File: config.mk
export PLATFORM = sky130hd
export DESIGN_NAME = group_scan_ctrl_flat
export DESIGN_NICKNAME = d
export VERILOG_FILES = /design/src/rtl/group_scan_pkg.sv /design/src/rtl/group_scan_ctrl_if.sv /design/src/rtl/group_next_sel.sv /design/src/rtl/group_scan_ctrl.sv /design/src/flat_wrapper.sv
export SDC_FILE = /design/constraint.sdc
export NUM_CORES = 1
export LEC_CHECK = 0
export BUFFER_PORTS_ARGS = -buffer_cell sky130_fd_sc_hd__buf_4
export CAP_MARGIN = 20
export CORE_MARGIN = 1.5
export CORE_UTILIZATION = 35
export CTS_CLUSTER_SIZE = 10
export DETAILED_ROUTE_END_ITERATION = 16
export GPL_TIMING_DRIVEN = 0
export SLEW_MARGIN = 20
export SYNTH_ARGS = -nofsm -noshare
export SYNTH_HDL_FRONTEND = slang
export SYNTH_SLANG_ARGS = --single-unit
export TNS_END_PERCENT = 50
File: constraint.sdc
create_clock -name clk -period 3.2 [get_ports clk]
set_input_delay 0.48 -clock clk [delete_from_list [all_inputs] [get_ports clk]]
set_output_delay 0.48 -clock clk [all_outputs]
set_load 0.01 [all_outputs]
File: src/rtl/group_scan_pkg.sv
// Shared types and sizes for the group scan controller and its helpers.
// Groups are the four 4-bit nibbles of the 16-bit request snapshot.
package group_scan_pkg;

  localparam int unsigned GROUPS = 4;
  localparam int unsigned SEL_W  = 2;
  localparam int unsigned GRP_W  = 4;
  localparam int unsigned WORD_W = GROUPS * GRP_W;

  typedef enum logic [1:0] {
    IDLE,
    SCAN,
    DONE
  } state_t;

  // One bit per group: set when that group's nibble has any bit set.
  function automatic logic [GROUPS-1:0] group_nz(input logic [WORD_W-1:0] w);
    logic [GROUPS-1:0] nz;
    for (int unsigned k = 0; k < GROUPS; k++) begin
      nz[k] = |w[k*GRP_W +: GRP_W];
    end
    return nz;
  endfunction

endpackage

File: src/rtl/group_scan_ctrl_if.sv
// Handshake/data bundle between the scan requester, the scan controller and
// the 16-to-4 group-OR selector.
interface group_scan_ctrl_if;
  import group_scan_pkg::*;

  logic              start;
  logic [WORD_W-1:0] req_in;
  logic [GROUPS-1:0] y_in;
  logic [WORD_W-1:0] grp_data;
  logic [SEL_W-1:0]  sel;
  logic [GROUPS-1:0] flags;
  logic              busy;
  logic              done;

  modport master (
    output start, req_in, y_in,
    input  grp_data, sel, flags, busy, done
  );

  modport slave (
    input  start, req_in, y_in,
    output grp_data, sel, flags, busy, done
  );

endinterface

File: src/rtl/group_next_sel.sv
// Priority search for the next group with a nonzero nibble.
// Only built with SKIP_EMPTY_EN; the default build has no use for it.
`ifdef SKIP_EMPTY_EN
module group_next_sel
  import group_scan_pkg::*;
(
  input  logic [WORD_W-1:0] snap,
  input  logic [SEL_W-1:0]  cur,
  input  logic              first,
  output logic [SEL_W-1:0]  nxt,
  output logic              valid
);

  logic [GROUPS-1:0] nz;
  assign nz = group_nz(snap);

  // Walk high to low so the lowest qualifying group is the last one written.
  always_comb begin
    nxt   = '0;
    valid = 1'b0;
    for (int unsigned i = 0; i < GROUPS; i++) begin
      if (nz[GROUPS-1-i] && (first || (SEL_W'(GROUPS-1-i) > cur))) begin
        nxt   = SEL_W'(GROUPS-1-i);
        valid = 1'b1;
      end
    end
  end

endmodule
`endif

File: src/rtl/group_scan_ctrl.sv
// Snapshots a request word and steps the group-OR selector through its groups,
// collecting one OR flag per group. Optional SKIP_EMPTY_EN skips zero nibbles.
module group_scan_ctrl
  import group_scan_pkg::*;
#(
  parameter int unsigned DWELL = 2
) (
  input  logic              clk,
  input  logic              rst_n,
  group_scan_ctrl_if.slave  bus
);

  localparam logic [3:0] LAST_CNT = 4'(DWELL - 1);

  state_t            state, state_nxt;
  logic [3:0]        cnt;
  logic              last;
  logic [WORD_W-1:0] grp_q;
  logic [SEL_W-1:0]  sel_q;
  logic [GROUPS-1:0] flags_q;
  logic [SEL_W-1:0]  sel_first, sel_step;
  logic              have_first, have_step;

  assign last = (cnt == LAST_CNT);

`ifdef SKIP_EMPTY_EN
  logic              first;
  logic [WORD_W-1:0] snap;
  logic [SEL_W-1:0]  nxt;
  logic              nxt_vld;

  // In IDLE the search runs on the incoming word so E0 can load the first group.
  assign first = (state == IDLE);
  assign snap  = first ? bus.req_in : grp_q;

  group_next_sel u_next_sel (
    .snap  (snap),
    .cur   (sel_q),
    .first (first),
    .nxt   (nxt),
    .valid (nxt_vld)
  );

  assign sel_first  = nxt;
  assign have_first = nxt_vld;
  assign sel_step   = nxt;
  assign have_step  = nxt_vld;
`else
  assign sel_first  = '0;
  assign have_first = 1'b1;
  assign sel_step   = sel_q + 1'b1;
  assign have_step  = (sel_q != SEL_W'(GROUPS - 1));
`endif

  always_ff @(posedge clk or negedge rst_n) begin
    if (!rst_n) state <= IDLE;
    else        state <= state_nxt;
  end

  always_comb begin
    state_nxt = state;
    unique case (state)
      IDLE: if (bus.start) state_nxt = have_first ? SCAN : DONE;
      SCAN: if (last && !have_step) state_nxt = DONE;
      DONE: state_nxt = IDLE;
      default: state_nxt = IDLE;
    endcase
  end

  always_ff @(posedge clk or negedge rst_n) begin
    if (!rst_n) begin
      grp_q   <= '0;
      sel_q   <= '0;
      flags_q <= '0;
      cnt     <= '0;
    end else begin
      unique case (state)
        IDLE: if (bus.start) begin
          grp_q   <= bus.req_in;
          flags_q <= '0;
          sel_q   <= sel_first;
          cnt     <= '0;
        end
        SCAN: if (last) begin
          flags_q[sel_q] <= bus.y_in[sel_q];
          cnt            <= '0;
          if (have_step) sel_q <= sel_step;
        end else begin
          cnt <= cnt + 4'd1;
        end
        default: ;
      endcase
    end
  end

  assign bus.grp_data = grp_q;
  assign bus.sel      = sel_q;
  assign bus.flags    = flags_q;
  assign bus.busy     = (state == SCAN);
  assign bus.done     = (state == DONE);

endmodule
File: src/flat_wrapper.sv
// flat-port wrapper written by rule: the top's interface ports become plain ports
module group_scan_ctrl_flat import group_scan_pkg::*;
#(
  parameter int unsigned DWELL = 2
)
  (clk, rst_n, bus_start, bus_req_in, bus_y_in, bus_grp_data, bus_sel, bus_flags, bus_busy, bus_done);
  group_scan_ctrl_if bus_i ();
  input  logic clk;
  input  logic rst_n;
  input wire logic [$bits(bus_i.start)-1:0] bus_start;
  input wire logic [$bits(bus_i.req_in)-1:0] bus_req_in;
  input wire logic [$bits(bus_i.y_in)-1:0] bus_y_in;
  output wire logic [$bits(bus_i.grp_data)-1:0] bus_grp_data;
  output wire logic [$bits(bus_i.sel)-1:0] bus_sel;
  output wire logic [$bits(bus_i.flags)-1:0] bus_flags;
  output wire logic [$bits(bus_i.busy)-1:0] bus_busy;
  output wire logic [$bits(bus_i.done)-1:0] bus_done;
  assign bus_i.start = bus_start;
  assign bus_i.req_in = bus_req_in;
  assign bus_i.y_in = bus_y_in;
  assign bus_grp_data = bus_i.grp_data;
  assign bus_sel = bus_i.sel;
  assign bus_flags = bus_i.flags;
  assign bus_busy = bus_i.busy;
  assign bus_done = bus_i.done;
  group_scan_ctrl #(.DWELL(DWELL)) u_core (.clk(clk), .rst_n(rst_n), .bus(bus_i));
endmodule
==> results.md, run 1 <==
* Num CTS Buffers at 3
* Global Route met1 Usage at 0.152
* Number of flops mapped to enable cells by yosys at 0
* Final worst path period share at 0.581
* Largest net degree at the start of global routing at 29
* RSZ-0062 raised after global routing: false
* Max-Cap Viols at 0
* Max Slew Vio Count at 0
* P per Cell Area at roughly 970 nW/um^2
* Worst Setup Path Type: flop to primary output
* Fill cell total of the finished layout at approximately 370
* Largest cells by area after synthesis: dfrtp_1 51%, mux2_4 9.9%, mux2_2 6.6%
* Commonest non-fill, non-tap cell in the layout: buf_4
* Clock Pin Slew Worst Setup and Hold Paths at about 0.090 ns
* H-tree levels at 1
* CP required at 2.72 ns
* CP max-delay cell: dfrtp_1
* Clock Sinks at 28
* Status: complete, no violations
* Ys async rst share at 1.00
* Reg2reg setup slack at approximately 1.6 ns
* Synth unique cells at 29
* CTS Hold Bufs at 0
* RD Place Congestion at approximately 0.74
* Crit path cell chain: clkbuf_1 > nor2_1 > buf_4
* I/O Buffers at 46
* Share of layout cells above drive strength 1 at 0.465
* Crit path DAT at 1.38 ns
* Final Hold Fails at 0
* FF-to-FF path depth at 5
* Initial antenna violation count at 0
* WP buf/inv at 2
* Inst Count DP at between 200 and 250
* Drt drc at 0
* DRT iter0 DRCs at 31
* CTS max path bufs at 2
* Yosys top cell by area: dfrtp_1
* CTS resizes at 0
* Max Freq at approximately 0.54 GHz
* Met3 GRT Util at 0.0274
* Final net count at roughly 190
* WL per Instance at approximately 12 um
* Syn_nets at 136
* M2 GR Usage at 0.223
* Number of setup buffers added after CTS at 0
* Avg Synthesized Cell Area at approximately 13 sq um
* Synth Flop Type: dfrtp_1
* Iteration count of the initial detailed-routing pass at 5
* Yosys warns at 0
* Die ar. at around 4300 sq um
* Top-level I/O count at 47
* FF/Latch Area at about 700 sq um
* Crit path launch type: flop
* Clock skew at 0.00131 ns
* Finished Layout Cells at between 200 and 250
* Slew HR at 0.699
* Detailed Place HPWL at between 1.5 and 2 mm
* Multi-input logic area at 602 sq um
* Gr ovfl total at 0
* Syn-to-layout area delta at 34.9%
* Worst min-delay path class: primary input to async pin
* Vias in the first global route at ~960
* Syn Std Cell Area at 1370 sq um
* Lkg Pwr at approximately 0.88 nW
* Gr usage total at 0.125
* Slew @ Worst Pin at approximately 0.45 ns
* Die X at between 60 and 70 um
* Antenna viol nets, final at 0
* Largest stage delay on the critical path at 0.47 ns
* Share of the synthesized area in the top cell type at 0.513
* Worst R2R Start: u_core.cnt[1]
* Diode count at 0
* Root Buffer: clkbuf_8
* Fin Setup TNS at 0 ns
* Synth Instances at approximately 110
* Final core occ at 0.496
* Via Count at between 900 and 1,000
* Most frequent cells in the layout: 46 x buf_4, 28 x dfrtp_1, 10 x inv_1
* CTS tree: built
* Rows at 22
* Die Y at 65.5 um
* VDD IR max at ~0.39 mV
* Sequential fraction of the synthesis area at 0.513
* Crit path time final at 1.86 ns
* Final WL at between 2 and 3 mm
* Drt via density at about 4.8
* Maximum fanout along the worst path at 10
* Starting density of the core at 0.368
* Crit. End Element: primary output
* Post-synthesis register bit count at 28
* Placeable Area at ~3700 sq um
* Clock latency on the worst-skew pair at approximately 0.27 ns
* First-pass GRT wire length at between 4 and 5 mm
* GRT busiest layer: met2
* Reg-to-reg endpoint: u_core.bus.sel[0]
* CP delay by family, top: buffers and inverters
* Setup violations, final at 0
where the power goes:
| group | internal [mW] | leakage (nW) | total (mW) | switching (mW) |
|---|---|---|---|---|
| combinational | 0.502 | 0.518 | 0.849 | 0.347 |
| sequential | 0.524 | 0.330 | 0.663 | 0.139 |
| clock | 0.167 | 0.0357 | 0.270 | 0.103 |
| total | 1.19 | 0.884 | 1.78 | 0.589 |
how the worst max path moves through the flow:
stage | startpoint | end | slack (ns) | cells after the start
5_1_grt | u_core.state[0] | bus_done | 1.19 | 3
2_1_floorplan | u_core.cnt[1] | u_core.bus.sel[0] | 1.71 | 5
4_1_cts | u_core.state[0] | bus_done | 1.33 | 3
6_report | u_core.state[0] | bus_done | 1.34 | 3
3_5_place_dp | bus_start | u_core.bus.grp_data[8] | 1.53 | 6
3_3_place_gp | bus_start | u_core.bus.grp_data[5] | 1.54 | 6
sequential cells by signal, summed over array words and instances, names as in the netlist:
register,cells
u_core.cnt,4
u_core.state,2
u_core.bus.grp_data,16
u_core.bus.sel,2
u_core.bus.flags,4
Yosys cell counts (2+ instances only):
| cell type | instances |
|---|---|
| nand2_1 | 9 |
| dfrtp_1 | 28 |
| o31ai_1 | 2 |
| o211ai_1 | 3 |
| nor2_1 | 4 |
| a22o_1 | 2 |
| inv_1 | 10 |
| nand3b_1 | 4 |
| o221ai_1 | 4 |
| buf_6 | 2 |
| mux2_4 | 9 |
| ha_1 | 6 |
| mux2_2 | 8 |
through the flow:
step / total power, mW / hold WS (ns) / area (sq um) / setup slack, ns
finish: 1.78 / 0.108 / 1840 / 1.34
global route: 1.92 / 0.124 / 1840 / 1.19
CTS: 1.80 / 0.117 / 1840 / 1.33
detailed placement: 1.53 / 0.416 / 1770 / 1.53
global placement: 1.51 / 0.416 / 1770 / 1.54
floorplan: 1.18 / 0.184 / 1370 / 1.71
routing by layer:
layer	vias up	share of wire	wire, um
met5	-	0	0
met4	0	0	0
met3	0	0.059	148
met2	32	0.49	1220
met1	476	0.45	1130
li1	479	-	-
worst reg2reg max path: stages (launching register included):
cell and delay [ns]:
dfrtp_1 0.42, inv_1 0.07, ha_1 0.16, or3b_1 0.38, or4_1 0.40, o211ai_1 0.10
cell families (layout without fill, tap and decap cells):
family | Yosys count | in the layout | share of synthesized area
DFF | 28 | 28 | 0.513
and+or+nand+nor | 26 | 26 | 0.110
muxes | 18 | 18 | 0.181
AOI/OAI and AO/OA | 16 | 16 | 0.0943
buffers and inverters | 13 | 63 | 0.0467
adders and majority gates | 6 | 6 | 0.0549
final cells by class:
| cell class | count | area share |
|---|---|---|
| plain buffers | 3 | 0.0143 |
| clock inverters | 1 | 0.0163 |
| repair buffers | 46 | 0.187 |
| multi-input cells | 66 | 0.327 |
| clock buffers | 3 | 0.0224 |
| inverters | 10 | 0.0204 |
| well taps | 48 | 0.0326 |
| flip-flops and latches | 28 | 0.380 |
No activity file was read; power rests on OpenSTA's default activity.
==> run 2: changes to the inputs <==
==> constraint.sdc (replaced) <==
create_clock -name clk -period 1.9 [get_ports clk]
set_input_delay 0.285 -clock clk [delete_from_list [all_inputs] [get_ports clk]]
set_output_delay 0.285 -clock clk [all_outputs]
set_load 0.01 [all_outputs]
==> results.md, run 2 (synthesis results as in run 1) <==
* Status: complete, no violations
* Largest net degree at the start of global routing at 29
* FF-to-FF path depth at 5
* Slew HR at 0.699
* Starting density of the core at 0.368
* Final worst path period share at 0.877
* Detailed Place HPWL at 1.94 mm
* Largest stage delay on the critical path at between 0.4 and 0.5 ns
* Die X at between 60 and 70 um
* Slew @ Worst Pin at 0.450 ns
* CTS tree: built
* Commonest non-fill, non-tap cell in the layout: buf_4
* Final Hold Fails at 0
* CTS resizes at 0
* Rows at 22
* Crit path cell chain: clkbuf_1 > nor2_1 > buf_4
* Die Y at about 65 um
* Lkg Pwr at 0.888 nW
* Clock Pin Slew Worst Setup and Hold Paths at 0.09 ns
* Drt drc at 0
* Number of flip-flops in the largest register at 16
* RD Place Congestion at approximately 0.74
* Final net count at 188
* Final WS setup at about 0.23 ns
* Reg2reg setup slack at around 0.30 ns
* Diode count at 0
* Clock latency on the worst-skew pair at between 0.2 and 0.3 ns
* Drt via density at 4.79
* Root Buffer: clkbuf_8
* P per Cell Area at 1620 nW/um^2
* Max Slew Vio Count at 0
* CP delay by family, top: buffers and inverters
* Maximum fanout along the worst path at 10
* Via Count at 986
* Clock skew at roughly 0.0013 ns
* Crit path DAT at roughly 1.4 ns
* Syn-to-layout area delta at 35.6%
* Placeable Area at 3720 sq um
* WP buf/inv at 2
* Initial antenna violation count at 0
* Final WL at 2.50 mm
* Crit path time final at approximately 1.7 ns
* Iteration count of the initial detailed-routing pass at 4
* H-tree levels at 1
* Worst R2R Start: u_core.cnt[1]
* CP max-delay cell: dfrtp_1
* Number of setup buffers added after CTS at 0
* Worst Setup Path Type: flop to primary output
* First-pass GRT wire length at roughly 4.2 mm
* Hold slack final at 0.240 ns
* Setup violations, final at 0
* CTS Hold Bufs at 1
* Reg-to-reg endpoint: u_core.bus.sel[0]
* Crit path launch type: flop
* DRT iter0 DRCs at 24
* Max-Cap Viols at 0
* Setup WS pre-CTS at around 0.32 ns
* Most frequent cells in the layout: 46 x buf_4, 28 x dfrtp_1, 10 x inv_1
* Die ar. at approximately 4300 sq um
* Fin Setup TNS at 0 ns
* Worst min-delay path class: primary input to flop
* WL per Instance at 12.1 um
* Antenna viol nets, final at 0
* Vias in the first global route at about 960
* Hold depth at 2
* Fill cell total of the finished layout at 366
* Gr ovfl total at 0
* CTS max path bufs at 2
* Gr usage total at 0.125
* Clock Sinks at 28
* Num CTS Buffers at 3
* Final core occ at 0.499
* Beginning of the worst hold path: bus_req_in[10]
* RSZ-0062 raised after global routing: false
* I/O Buffers at 46
* Share of layout cells above drive strength 1 at 0.462
* Overall Power at roughly 3 mW
* Max Freq at 0.600 GHz
* Worst hold endpoint: u_core.bus.grp_data[10]
* CP required at between 1.5 and 2 ns
* VDD IR max at between 0.6 and 0.7 mV
* Crit. End Element: primary output
* Top-level I/O count at 47
-- run 2: cell count changes in the layout (fill, tap and decap cells not counted), sizes merged --
cell and delta:
dlygate4sd3 +1
-- run 2: worst max-delay path by stage --
stage,slack [ns],endpoint,cells past startpoint,startpoint
2_1_floorplan,0.41,u_core.bus.sel[0],5,u_core.cnt[1]
3_3_place_gp,0.32,u_core.bus.sel[0],5,u_core.cnt[1]
3_5_place_dp,0.32,u_core.bus.sel[0],5,u_core.cnt[1]
4_1_cts,0.23,bus_done,3,u_core.state[0]
5_1_grt,0.09,bus_done,3,u_core.state[0]
6_report,0.23,bus_done,3,u_core.state[0]
-- run 2: worst reg2reg max path, cell delays in order, from the launching register on --
cell      delay (ns)
dfrtp_1         0.42
inv_1           0.07
ha_1            0.16
or3b_1          0.38
or4_1           0.40
o211ai_1        0.10
-- run 2: report_power, final --
part / leakage (nW) / internal [mW] / switching, mW / total, mW
Sequential: 0.330 / 0.882 / 0.233 / 1.11
Combinational: 0.523 / 0.846 / 0.586 / 1.43
Clock: 0.0357 / 0.282 / 0.173 / 0.454
-- run 2: through the flow --
step	instance area (sq um)	instances
floorplan	1370	107
global placement	1770	201
detailed placement	1770	201
CTS	1850	206
global route	1850	206
finish	1850	206
-- run 2: layout make-up --
| class | instances | area [sq um] | share of cell area |
|---|---|---|---|
| Clock inverter | 1 | 30.0 | 0.0162 |
| Buffer | 3 | 26.3 | 0.0142 |
| Sequential cell | 28 | 701 | 0.378 |
| Timing Repair Buffer | 47 | 355 | 0.192 |
| Tap cell | 48 | 60.1 | 0.0324 |
| Inverter | 10 | 37.5 | 0.0203 |
| Clock buffer | 3 | 41.3 | 0.0223 |
| Multi-Input combinational cell | 66 | 602 | 0.325 |
-- run 2: layer usage --
layer / vias to the layer above / routed length [um] / GRT usage
li1: 481 / - / -
met1: 471 / 1120 / 0.152
met2: 34 / 1220 / 0.223
met3: 0 / 154 / 0.0274
met4: 0 / 0 / 0.0313
met5: - / 0 / 0
